### config.mk
export PLATFORM = sky130hd
export DESIGN_NAME = serial_addsub
export DESIGN_NICKNAME = d
export VERILOG_FILES = /design/src/rtl/serial_addsub_pkg.sv /design/src/rtl/addsub_digit.sv /design/src/rtl/serial_addsub.sv
export SDC_FILE = /design/constraint.sdc
export NUM_CORES = 1
export LEC_CHECK = 0
export CELL_PAD_IN_SITES_DETAIL_PLACEMENT = 1
export CELL_PAD_IN_SITES_GLOBAL_PLACEMENT = 1
export CORE_UTILIZATION = 37
export CTS_BUF_LIST = sky130_fd_sc_hd__clkbuf_4 sky130_fd_sc_hd__clkbuf_8
export DETAILED_ROUTE_END_ITERATION = 7
export PLACE_DENSITY = 0.78
export SYNTH_ARGS = -nofsm -noshare
export SYNTH_HDL_FRONTEND = slang
export SYNTH_SLANG_ARGS = --single-unit
### constraint.sdc
create_clock -name clk -period 2.8 [get_ports clk]
set_clock_uncertainty 0.05 [all_clocks]
set_input_delay 0.84 -clock clk [delete_from_list [all_inputs] [get_ports clk]]
set_output_delay 0.84 -clock clk [all_outputs]
set_load 0.02 [all_outputs]
### src/rtl/serial_addsub_pkg.sv
// Shared types for the digit-serial adder/subtractor: FSM states and mode encoding.
package serial_addsub_pkg;

  typedef enum logic [1:0] {
    IDLE = 2'd0,
    RUN  = 2'd1,
    DONE = 2'd2
  } state_t;

  localparam logic MODE_ADD = 1'b1;
  localparam logic MODE_SUB = 1'b0;

endpackage

### src/rtl/addsub_digit.sv
// One DIGIT-bit ripple slice of the adder/subtractor; purely combinational.
module addsub_digit
  import serial_addsub_pkg::*;
#(
  parameter int DIGIT = 4
) (
  input  logic [DIGIT-1:0] a,
  input  logic [DIGIT-1:0] b,
  input  logic             c_in,
  input  logic             a_ns,
  output logic [DIGIT-1:0] s,
  output logic             c_out
);

  logic [DIGIT:0] chain;

  // chain carries a carry when adding and a borrow when subtracting
  always_comb begin
    s        = '0;
    chain    = '0;
    chain[0] = c_in;
    for (int i = 0; i < DIGIT; i++) begin
      s[i] = a[i] ^ b[i] ^ chain[i];
      if (a_ns == MODE_ADD)
        chain[i+1] = (a[i] & b[i]) | (a[i] & chain[i]) | (b[i] & chain[i]);
      else
        chain[i+1] = (~a[i] & (b[i] | chain[i])) | (b[i] & chain[i]);
    end
  end

  assign c_out = chain[DIGIT];

endmodule

### src/rtl/serial_addsub.sv
// Digit-serial add/subtract: one DIGIT-wide slice per clock, LSB digit first,
// with result and flags registered and held after the done pulse.
module serial_addsub
  import serial_addsub_pkg::*;
#(
  parameter int WIDTH = 16,
  parameter int DIGIT = 4
) (
  input  logic             clk,
  input  logic             rst,
  input  logic             start,
  input  logic             a_ns,
  input  logic [WIDTH-1:0] a,
  input  logic [WIDTH-1:0] b,
  input  logic             cin,
  output logic             busy,
  output logic             done,
  output logic [WIDTH-1:0] s,
  output logic             cout,
  output logic             ovf,
  output logic             zero
);

  localparam int NDIG = WIDTH / DIGIT;
  localparam int IDXW = (NDIG > 1) ? $clog2(NDIG) : 1;
  localparam logic [IDXW-1:0] LAST = IDXW'(NDIG - 1);

  state_t           state;
  logic [WIDTH-1:0] a_q;
  logic [WIDTH-1:0] b_q;
  logic             mode_q;
  logic             carry_q;
  logic [IDXW-1:0]  idx;

  logic [DIGIT-1:0] dig_a;
  logic [DIGIT-1:0] dig_b;
  logic [DIGIT-1:0] dig_s;
  logic             dig_c;
  logic [WIDTH-1:0] full_sum;
  logic             a_msb;
  logic             b_msb;
  logic             s_msb;
  logic             ovf_next;

  assign dig_a = a_q[idx*DIGIT +: DIGIT];
  assign dig_b = b_q[idx*DIGIT +: DIGIT];

  addsub_digit #(
    .DIGIT(DIGIT)
  ) u_digit (
    .a    (dig_a),
    .b    (dig_b),
    .c_in (carry_q),
    .a_ns (mode_q),
    .s    (dig_s),
    .c_out(dig_c)
  );

  // Result as it will look once the top digit lands; only meaningful on the last digit.
  assign full_sum = {dig_s, s[WIDTH-DIGIT-1:0]};
  assign a_msb    = a_q[WIDTH-1];
  assign b_msb    = b_q[WIDTH-1];
  assign s_msb    = dig_s[DIGIT-1];
  assign ovf_next = (mode_q == MODE_ADD) ? ((a_msb == b_msb) && (s_msb != a_msb))
                                         : ((a_msb != b_msb) && (s_msb != a_msb));

  always_ff @(posedge clk or posedge rst) begin
    if (rst) begin
      state   <= IDLE;
      a_q     <= '0;
      b_q     <= '0;
      mode_q  <= 1'b0;
      carry_q <= 1'b0;
      idx     <= '0;
      busy    <= 1'b0;
      done    <= 1'b0;
      s       <= '0;
      cout    <= 1'b0;
      ovf     <= 1'b0;
      zero    <= 1'b0;
    end else begin
      done <= 1'b0;
      case (state)
        IDLE, DONE: begin
          if (start) begin
            a_q     <= a;
            b_q     <= b;
            mode_q  <= a_ns;
            carry_q <= cin;
            idx     <= '0;
            busy    <= 1'b1;
            state   <= RUN;
          end else begin
            state <= IDLE;
          end
        end
        RUN: begin
          s[idx*DIGIT +: DIGIT] <= dig_s;
          carry_q               <= dig_c;
          if (idx == LAST) begin
            busy  <= 1'b0;
            done  <= 1'b1;
            cout  <= dig_c;
            ovf   <= ovf_next;
            zero  <= (full_sum == '0);
            state <= DONE;
          end else begin
            idx <= idx + 1'b1;
          end
        end
        default: begin
          busy  <= 1'b0;
          state <= IDLE;
        end
      endcase
    end
  end

endmodule
==> run_results.csv <==
group,metric,value,unit
cells_and_area,drive_gt1_share,16.0,%
sta,finalCritPeriodShare,105,%
setup_path,regToRegEndpoint,"ovf$_DFFE_PP0P_",
sta,drv_slew,0,
sta,grt_setup_unrepaired,"yes",
drt,drc,0,
grt,gr-total-overflow,0,
placed_design,post-place-ws,-257,ps
synthesis,synth-seq-cells,59,
cts,clock-root-buffer,"clkbuf_8",
synthesis,synth-simple-area-share,24.4,%
setup_path,cp_max_fo,8,
sta,fmaxAchievable,340,MHz
power_and_ir_drop,leakage,1.90,nW
floorplan,die_y,91.8,microns
cts,cts_hold_buf,0,
drt,first_pass_iters,4,
synthesis,synth_enable_flop_cells,0,
cts,clk_latency,340,ps
cells_and_area,area_delta_synth_final,38.0,%
setup_path,reg2reg_depth,9,
grt,grt_pass1_wl,13500,microns
grt,grt_pass1_vias,2675,
placed_design,place_area,0.00383,sq mm
cts,cts_tree,"built",
sta,fin_crit,2940,ps
cells_and_area,finish.utilization,53.0,%
sta,setup_viol_count_final,3,
cts,cts.sinks,59,
cts,clkTransAtPathRegs,70,ps
grt,antenna_found_initial,0,
grt,grt_use_total,20.5,%
setup_path,crit_top_cell,"or4_4",
cts,cts-htree-levels,3,
synthesis,syn_area,0.00298,sq mm
setup_path,cp.arrival,3140,ps
synthesis,synth_compound_area_share,9.99,%
floorplan,io_pins,58,
cells_and_area,num-fill-cells,901,
synthesis,synth_warnings,0,
setup_path,worstPathRequired,3000,ps
synthesis,ys.flop_type,"dfrtp_1",
run,drv_cap,0,
cells_and_area,diodes,0,
floorplan,die_w,91.8,microns
synthesis,synth-adder-area-share,4.20,%
setup_path,rrSetupSlack,-140,ps
run_status,status,"complete, but fails checks",
power_and_ir_drop,vdd_ir_drop_max,530,uV
setup_path,crit_chain,"buf_12, mux4_2, ha_4, or4_4, o31ai_4, or3_4, o211ai_1, or4_4, a31oi_1",
sta,worst_slack,-139,ps
synthesis,avgSynthCellArea,9.23,sq um
drt,totalWireLength,8130,microns
placed_design,gp_congestion,0.848,
setup_path,worstSetupPathType,"flip-flop to flip-flop",
synthesis,synthCells,323,
cells_and_area,fin_nets,448,
synthesis,seq_area_frac_synth,49.5,%
floorplan,die_area,0.00842,sq mm
setup_path,endpoint_kind,"flip-flop",
sta,final.setup.tns,-266,ps
drt,drtAntennaViolNets,0,
synthesis,ys_async_sr_fraction,100,%
setup_path,critPathLaunchType,"flip-flop",
drt,vias,2613,
drt,routed_via_density,5.14,
synthesis,muxShareOfSynthArea,7.55,%
hold_path,hp-class,"flip-flop to flip-flop",
floorplan,core,0.00777,sq mm
sta,worst_pin_slew,474,ps
drt,drt_iter0_drc,127,
setup_path,critPathMaxStageDelay,560,ps
power_and_ir_drop,powerDensity,1470,mW/mm^2
setup_path,rr_startpoint,"idx[0]$_DFFE_PP0P_",
setup_path,critPathSlowestCell,"mux4_2",
setup_path,startpoint,"idx[0]$_DFFE_PP0P_",
synthesis,synth_fp_nets,370,
sta,slew_headroom,68.1,%
floorplan,num_rows,32,
power_and_ir_drop,power,6.05,mW
sta,hold_viol_final,0,
cts,cts_buffers,9,
drt,wl_per_cell,16.0,microns
cells_and_area,final_area,0.00412,sq mm
floorplan,start_util,38.4,%
synthesis,synth_top_family_by_area,"simple AND/OR/NAND/NOR gates",
setup_path,critPathCapture,"ovf$_DFFE_PP0P_",
cts,clock_path_buffers,2,
synthesis,post_synth_num_cell_types,40,
placed_design,dp_hpwl,5880,microns
synthesis,synthXorXnorAreaFrac,1.17,%
placed_design,io_buffers,57,
run_status,violations,"setup timing",
grt,grt_max_degree,60,
==> cell type report <==
type	instances	area (sq um)	share of cell area (%)
inverter	10	37.5	0.912
tap	102	128	3.10
multi-input combinational	241	1490	36.2
clock inverter	4	47.5	1.16
timing repair buffer	80	768	18.7
clock buffer	12	165	4.01
sequential	59	1480	35.9
==> synthesized netlist by cell type, drive strengths merged, types with 4 or more instances <==
master  number  area share (%)
a21oi        5            0.84
clkbuf      11             1.4
dfrtp       59              50
ha          10             4.2
inv         10             1.3
mux4         8             6.5
nand2      125              16
nand2b       6             1.3
nor2        14             1.8
nor2b        4            0.84
o21ai       21             3.5
o31ai        5             1.4
xnor2        4             1.2
==> metal layers <==
metal	global-route usage [%]	vias up	part of all wire, %
met2	34.1	79	50
li1	-	1250	-
met5	0	-	0
met1	26.1	1265	44
met4	8.20	0	2.6
met3	4.39	19	3.9
==> cells by family after synthesis <==
logic type,Yosys count
mux,11
xor+xnor,4
simple gates,170
fa+ha+maj,10
compound gates,46
flops,59
buf+inv,23
==> sequential cells by signal, summed over array words and instances (netlist names) <==
register and cells:
b_q 16, ovf 1, zero 1, s 16, state 2, a_q 16, busy 1, cout 1
done 1, carry_q 1, idx 2, mode_q 1
==> report_power, final <==
group	leakage [nW]	switching, mW	internal (mW)
clock	0.108	0.337	0.481
sequential	0.749	0.294	1.22
combinational	1.04	2.03	1.70
==> placed cells by master (no fill, tap or decap), types with 8 or more instances in the layout <==
cell	count
ha_1	8
buf_4	21
nand2_1	125
o21ai_0	16
inv_1	9
dfrtp_1	58
clkbuf_8	12
clkdlybuf4s50_1	57
nor2_1	14
==> how the worst min path moves through the flow <==
stage	slack [ps]	to	startpoint	cells after the start
after global placement	400	b_q[10]$_DFFE_PP0P_	b_q[10]$_DFFE_PP0P_	2
final	430	a_q[8]$_DFFE_PP0P_	a_q[8]$_DFFE_PP0P_	2
after CTS	440	b_q[0]$_DFFE_PP0P_	b_q[0]$_DFFE_PP0P_	2
after floorplan	390	a_q[6]$_DFFE_PP0P_	a_q[6]$_DFFE_PP0P_	2
after detailed placement	420	b_q[0]$_DFFE_PP0P_	b_q[0]$_DFFE_PP0P_	2
after global routing	460	b_q[0]$_DFFE_PP0P_	b_q[0]$_DFFE_PP0P_	2
==> critical path: cells and delay by family (launching register included) <==
kind / cells / cell delay, ps
AO/OA/AOI/OAI: 3 / 400
adder cells (fa/ha/maj): 1 / 190
buffers and inverters: 1 / 150
flip-flops: 1 / 390
multiplexers: 1 / 560
AND/OR/NAND/NOR: 3 / 1100
==> per-stage QoR <==
step | hold WS (ps) | std cells
floorplan | 387 | 323
global placement | 402 | 490
detailed placement | 418 | 490
CTS | 435 | 507
global route | 457 | 508
finish | 432 | 508
==> repair_timing <==
| item | in CTS | in global routing |
|---|---|---|
| setup buffers | 1 | 1 |
| pin swaps | 8 | 3 |
| setup endpoints to repair | 8 | 8 |
| resized for setup | 15 | 3 |
Note: power is estimated with default switching activity, not from simulation.
